==> config.mk <==
export PLATFORM = sky130hd
export DESIGN_NAME = pipeline_stall_control
export DESIGN_NICKNAME = d
export VERILOG_FILES = /design/src/rtl/pipeline_stall_control.sv
export SDC_FILE = /design/constraint.sdc
export NUM_CORES = 1
export LEC_CHECK = 0
export ABC_AREA = 1
export CAP_MARGIN = 20
export CORE_ASPECT_RATIO = 1.2
export CORE_MARGIN = 2
export CORE_UTILIZATION = 35
export DETAILED_ROUTE_END_ITERATION = 7
export HOLD_SLACK_MARGIN = 0.1
export PLACE_DENSITY = 0.61
export REMOVE_ABC_BUFFERS = 1
export SKIP_LAST_GASP = 1
export SYNTH_ARGS = -nofsm -noshare
export SYNTH_HDL_FRONTEND = slang
export SYNTH_SLANG_ARGS = --single-unit
==> constraint.sdc <==
create_clock -name clk -period 2 [get_ports clk]
set_input_delay 0.4 -clock clk [delete_from_list [all_inputs] [get_ports clk]]
set_output_delay 0.4 -clock clk [all_outputs]
set_load 0.02 [all_outputs]
==> src/rtl/pipeline_stall_control.sv <==
// Hold/flush sequencer for the 5-stage pipeline: load enables, ID/EX bubble, flush strobes, perf counters.
// Latency: enables and strobes are combinational (same cycle); counters and pending redirect update on the next edge.
// Backpressure: any outstanding memory handshake freezes every stage; a redirect seen while frozen is held until release.
module pipeline_stall_control #(
  parameter int COUNT_WIDTH = 16
) (
  input  logic                   clk,
  input  logic                   reset,
  input  logic                   hazard_stall,
  input  logic                   control_flush,
  input  logic                   imem_read,
  input  logic                   imem_resp,
  input  logic                   dmem_req,
  input  logic                   dmem_resp,
  output logic                   load_pc,
  output logic                   load_if_id,
  output logic                   load_id_ex,
  output logic                   load_ex_mem,
  output logic                   load_mem_wb,
  output logic                   bubble_id_ex,
  output logic                   flush_if_id,
  output logic                   flush_id_ex,
  output logic                   flush_ex_mem,
  output logic [COUNT_WIDTH-1:0] stall_cycles,
  output logic [COUNT_WIDTH-1:0] flush_events
);

  // HOLD marks that the previous cycle was frozen by memory.
  typedef enum logic {RUN, HOLD} state_t;

  state_t state;
  state_t state_nxt;
  logic   flush_pending;
  logic   pending_nxt;
  logic   mem_wait;
  logic   flush_req;
  logic   stall_inc;
  logic   flush_inc;

  assign mem_wait = (imem_read & ~imem_resp) | (dmem_req & ~dmem_resp);
  // A pending redirect can only exist after a frozen cycle, so it is qualified by HOLD.
  assign flush_req = control_flush | (flush_pending & (state == HOLD));

  // Priority decode: reset, memory freeze, redirect, load-use bubble, normal flow.
  always_comb begin
    load_pc      = 1'b1;
    load_if_id   = 1'b1;
    load_id_ex   = 1'b1;
    load_ex_mem  = 1'b1;
    load_mem_wb  = 1'b1;
    bubble_id_ex = 1'b0;
    flush_if_id  = 1'b0;
    flush_id_ex  = 1'b0;
    flush_ex_mem = 1'b0;
    stall_inc    = 1'b0;
    flush_inc    = 1'b0;
    state_nxt    = RUN;
    pending_nxt  = 1'b0;
    if (reset) begin
      load_pc      = 1'b0;
      load_if_id   = 1'b0;
      load_id_ex   = 1'b0;
      load_ex_mem  = 1'b0;
      load_mem_wb  = 1'b0;
      flush_if_id  = 1'b1;
      flush_id_ex  = 1'b1;
      flush_ex_mem = 1'b1;
    end else if (mem_wait) begin
      load_pc     = 1'b0;
      load_if_id  = 1'b0;
      load_id_ex  = 1'b0;
      load_ex_mem = 1'b0;
      load_mem_wb = 1'b0;
      stall_inc   = 1'b1;
      state_nxt   = HOLD;
      pending_nxt = flush_pending | control_flush;
    end else if (flush_req) begin
      // MEM/WB is left alone so the redirecting instruction retires.
      flush_if_id  = 1'b1;
      flush_id_ex  = 1'b1;
      flush_ex_mem = 1'b1;
      flush_inc    = 1'b1;
    end else if (hazard_stall) begin
      load_pc      = 1'b0;
      load_if_id   = 1'b0;
      bubble_id_ex = 1'b1;
      stall_inc    = 1'b1;
    end
  end

  // State, pending redirect and saturating counters.
  always_ff @(posedge clk) begin
    if (reset) begin
      state         <= RUN;
      flush_pending <= 1'b0;
      stall_cycles  <= '0;
      flush_events  <= '0;
    end else begin
      state         <= state_nxt;
      flush_pending <= pending_nxt;
      if (stall_inc && (stall_cycles != {COUNT_WIDTH{1'b1}}))
        stall_cycles <= stall_cycles + COUNT_WIDTH'(1);
      if (flush_inc && (flush_events != {COUNT_WIDTH{1'b1}}))
        flush_events <= flush_events + COUNT_WIDTH'(1);
    end
  end

endmodule
# Yosys cells after proc, flatten, opt, wreduce, memory -nomap -nowiden

Cells that the tools add are included.

Register bits: 34
Input bits: 8
Output and inout port bits: 41

$add $sub $neg: 2
Eq/ne operators: 2
Mux-type cells: 17
Bitwise logic cells: 9
Reduce and logical (&&, ||, !) cells: 3

Operator list:

| kind                    | count |
|---|---|
| $add A16 B1 Y16 const B | 2 |
| $ne A16 B16 Y1 const B  | 2 |
| $mux W1                 | 17 |
| $and A1 B1 Y1           | 3 |
| $not A1 Y1              | 3 |
| $or A1 B1 Y1            | 3 |
| $logic_and A1 B1 Y1     | 2 |
| $reduce_or A2 Y1        | 1 |

# Logic depth before layout (Yosys ltp)

Depth in word-level cells: 6
Mapped depth: 11
Depth with buffers taken out: 10

# Worst setup path before layout

No wires, ideal clock.

Path type: input-to-output
Start: input control_flush
End: output flush_id_ex
Data arrival time: 1.493 ns
Required time: 1.600 ns
Slack: 0.107 ns
Stages on the path: 5
Path through: inv_1 nand2_1 inv_1 o21ai_0 buf_4

Cells in the longest elaborated chain, start to end: 4

Ends and longest elaborated chain:

| what                  | RTL line | RTL |
|---|---|---|
| start, declared       | 10       | `input logic control_flush,` |
| $or A1 B1 Y1          | 42       | `assign flush_req = control_flush \| (flush_pending & (state == HOLD));` |
| $mux W1 (3 in series) | n/a      |  |
| end, declared         | 22       | `output logic flush_id_ex,` |

No other way between the ends.

# Final worst setup path

Start: input imem_resp
End: output load_pc

Cells in the longest elaborated chain, start to end: 5

Ends and longest elaborated chain:

| what            | RTL line | RTL |
|---|---|---|
| start, declared | 12       | `input logic imem_resp,` |
| $not A1 Y1      | 40       | `assign mem_wait = (imem_read & ~imem_resp) \| (dmem_req & ~dmem_resp);` |
| $and A1 B1 Y1   | 40       |  |
| $or A1 B1 Y1    | 40       |  |
| $mux W1         | 68       | `end else if (mem_wait) begin` |
| $mux W1         | 59       | `if (reset) begin` |
| end, declared   | 15       | `output logic load_pc,` |

No other way between the ends.

==> results_tabular.tex <==
\begin{tabular}{lr}
\hline
Metric & Value \\
\hline
\multicolumn{2}{l}{\textbf{Run status}} \\
Run status & complete, no violations \\
\multicolumn{2}{l}{\textbf{Global routing}} \\
Overall track demand over capacity in global routing & 16.0\% \\
Number of global-route vias before repair & 1928 \\
Number of antenna violations at the first check in global routing & 0 \\
Largest net degree at the start of global routing & 28 \\
First-pass GRT wire length & $\sim$8300 um \\
Global route total overflow & 0 \\
\multicolumn{2}{l}{\textbf{Drt}} \\
Post-route antenna net violation count & 0 \\
Vias per cell & 4.57 \\
\# DRC & 0 \\
WL/cell & approximately 11 um \\
First-pass detailed-route iteration total & 4 \\
Number of DRC markers after the initial detailed-route iteration & 97 \\
Total Wirelength & between 4000 and 5000 um \\
Total number of vias & approximately 2100 \\
\multicolumn{2}{l}{\textbf{STA}} \\
Post-route worst setup slack & just under 80 ps \\
Number of setup violations in the final report & 0 \\
Number of endpoints with negative hold slack in the final report & 0 \\
Setup repair after global routing missed its margin & true \\
Timing-limited maximum frequency & between 500 and 600 MHz \\
Worst-case headroom to the max-slew limit & between 70\% and 80\% \\
Actual transition at the worst max-transition pin & approximately 320 ps \\
Post-layout min period & between 1500 and 2000 ps \\
Maximum clock skew at final layout & just under 4 ps \\
Max-slew violation total from the final report & 0 \\
Part of the cycle the worst path needs & just under 100\% \\
\multicolumn{2}{l}{\textbf{Critical path}} \\
CP required & between 1500 and 2000 ps \\
CP Max Fanout & 3 \\
Data arrival, critical path & between 1500 and 2000 ps \\
Worst Reg-to-Reg Cells & 9 \\
Setup slack, reg-to-reg & approximately 350 ps \\
Path type of the worst setup path & in2out \\
Worst setup SP type & primary input \\
R2R Path End & flush\_events[2] \\
Startpoint of the worst-slack reg-to-reg timing path & flush\_events[0] \\
Endpoint kind of the worst setup timing path & output port \\
\multicolumn{2}{l}{\textbf{Synthesis}} \\
Average instance area after synthesis & 6.48 um\^{}2 \\
Synth Register Bits & 34 \\
Syn Std Cell Area & 2100 um\^{}2 \\
Most common cell in the synthesized netlist & nand2\_1 \\
Sequential share of the synthesized area & around a third \\
Commonest cells in the synthesized netlist & nand2\_1 (96), nor2\_1 (62), dfxtp\_1 (34) \\
Main flop type after synthesis & dfxtp\_1 \\
FFs w/ async S/R, synth & 0\% \\
Number of enable flip-flop cells after synthesis & 0 \\
Synthesis warning total & 0 \\
Yosys top cell area share & approximately a third \\
Cell type with the largest total area after synthesis & dfxtp\_1 \\
Number of standard cells after synthesis & around 330 \\
Cell variety after synth & 28 \\
Area contributors post-synth & dfxtp\_1 (32\%), nand2\_1 (17\%), nor2\_1 (11\%), xor2\_1 (5.4\%), nand3\_1 (5.2\%) \\
\multicolumn{2}{l}{\textbf{Floorplanning}} \\
Placeable Area & around 5700 um\^{}2 \\
Y dimension of the die & 88.9 um \\
I/O pin count & 49 \\
Die outline area & around 6700 um\^{}2 \\
Row count & 30 \\
Die outline width & $\sim$75 um \\
Effective utilization at floorplan & between 30\% and 40\% \\
\multicolumn{2}{l}{\textbf{Clock network}} \\
Cts bufs inserted & 5 \\
Longest Clk Path Bufs & 2 \\
Count of hold-fix buffers inserted at cts & 0 \\
Clock tree from TritonCTS & done \\
CTS H-tree lvls & 2 \\
Clock latency on the worst-skew pair & 280 ps \\
Clock root buffer & clkbuf\_8 \\
Number of sinks handled by clock tree synthesis & 34 \\
Clock Pin Slew Worst Setup and Hold Paths & about 70 ps \\
\multicolumn{2}{l}{\textbf{Placed design}} \\
\# port buffers & 48 \\
Worst slack at placement & -495 ps \\
Half-perimeter wire length of the detailed placement result & 3710 um \\
Gpl congestion & 0.831 \\
\multicolumn{2}{l}{\textbf{Power}} \\
Leakage & about 0.0011 uW \\
Power per unit of standard cell area & between 500 and 600 nW/um\^{}2 \\
Worst-case vdd ir drop & 0.291 mV \\
\multicolumn{2}{l}{\textbf{Worst hold path}} \\
Worst hold path type & reg2reg \\
Startpoint of the most critical hold path & flush\_pending \\
Hold-critical path endpoint & flush\_pending \\
Hold Crit Depth & 1 \\
\multicolumn{2}{l}{\textbf{Finish}} \\
Post-synthesis to final-layout area growth & 32.9\% \\
Layout Nets & $\sim$400 \\
Final core utilization & 48.7\% \\
Antenna cells & 0 \\
Proportion of layout cells with a drive suffix above 1 & 15.4\% \\
\multicolumn{2}{l}{\textbf{Job}} \\
Total of max-cap violations & 0 \\
\hline
\end{tabular}
cells by family (layout without fill, tap and decap cells):
family                   after synthesis  count (layout)  share of synthesized area (%)
XOR/XNOR                              14              14                           5.83
AO/OA/AOI/OAI                         22              22                           5.89
buffers and inverters                 41              99                           9.93
AND/OR/NAND/NOR                      212             212                           44.8
flip-flops                            34              34                           32.3
adder cells (fa/ha/maj)                2               2                           1.19
cell usage in the layout (no fill, tap or decap), types with 4 or more instances in the layout:
cell and instances:
nand2_1 95, nor2_1 61, clkdlybuf4s50_1 39, dfxtp_1 34
inv_1 26, nand3_1 22, buf_4 14, xor2_1 13
a21oi_1 13, nand2_2 8, nor2_2 8, clkbuf_8 8
buf_2 6, nand4_1 5, nand3b_1 4
layer usage:
metal / vias up / track usage (%) / wire [um]
met4: 0 / 5.84 / 68
met2: 39 / 28.9 / 2430
li1: 1122 / - / -
met3: 6 / 3.49 / 178
met5: - / 0 / 0
met1: 950 / 18.3 / 2260
critical path: stages:
cell             delay (ps)
clkdlybuf4s50_1         460
inv_1                    40
nand2_1                  60
nand2_1                 100
inv_2                    90
nand2_2                  70
nor2_4                  140
buf_4                   150
final cells by class:
| class | count | area, um^2 |
|---|---|---|
| multi-input combinational | 250 | 1230 |
| tap | 80 | 100 |
| fill | 587 | 2950 |
| inverter | 29 | 109 |
| timing repair buffer | 62 | 568 |
| clock buffer | 8 | 110 |
| sequential | 34 | 681 |
registers in the layout, indices dropped and copies added, names as in the netlist:
| register | cells |
|---|---|
| state | 1 |
| flush_pending | 1 |
| flush_events | 16 |
| stall_cycles | 16 |
through the flow:
| stage | std cells | instance area [um^2] | hold WS, ps | TNS [ps] | total power [uW] |
|---|---|---|---|---|---|
| 6_report | 463 | 2800 | 469 | 0 | 1640 |
| 5_1_grt | 463 | 2800 | 498 | -18.6 | 1720 |
| 4_1_cts | 462 | 2810 | 475 | 0 | 1670 |
| 3_5_place_dp | 454 | 2700 | 459 | -3760 | 1060 |
| 3_3_place_gp | 454 | 2700 | 450 | -3460 | 1060 |
| 2_1_floorplan | 313 | 2000 | 441 | -1020 | 911 |
where the power goes:
group	leakage [uW]	switching, uW	internal, uW	total, uW
Combinational	0.000813	167	136	303
Clock	0.0000575	250	348	598
Sequential	0.000277	32.7	705	738
worst max-delay path by stage:
stage,startpoint,to,slack (ps),cells after the start
2_1_floorplan,control_flush,flush_ex_mem,-340,4
3_3_place_gp,imem_resp,load_if_id,-470,8
3_5_place_dp,imem_resp,load_if_id,-490,8
4_1_cts,imem_resp,flush_if_id,9,6
5_1_grt,imem_resp,load_pc,-10,8
6_report,imem_resp,load_pc,80,8
repair_timing:
| item | 4_1_cts | 5_1_grt |
|---|---|---|
| hold endpoints to repair | 0 | 0 |
| setup endpoints to repair | 9 | 9 |
| buffers inserted | 0 | 1 |
| pin swaps | 0 | 1 |
| resized for setup | 35 | 12 |
Note: power is estimated with default switching activity, not from simulation.
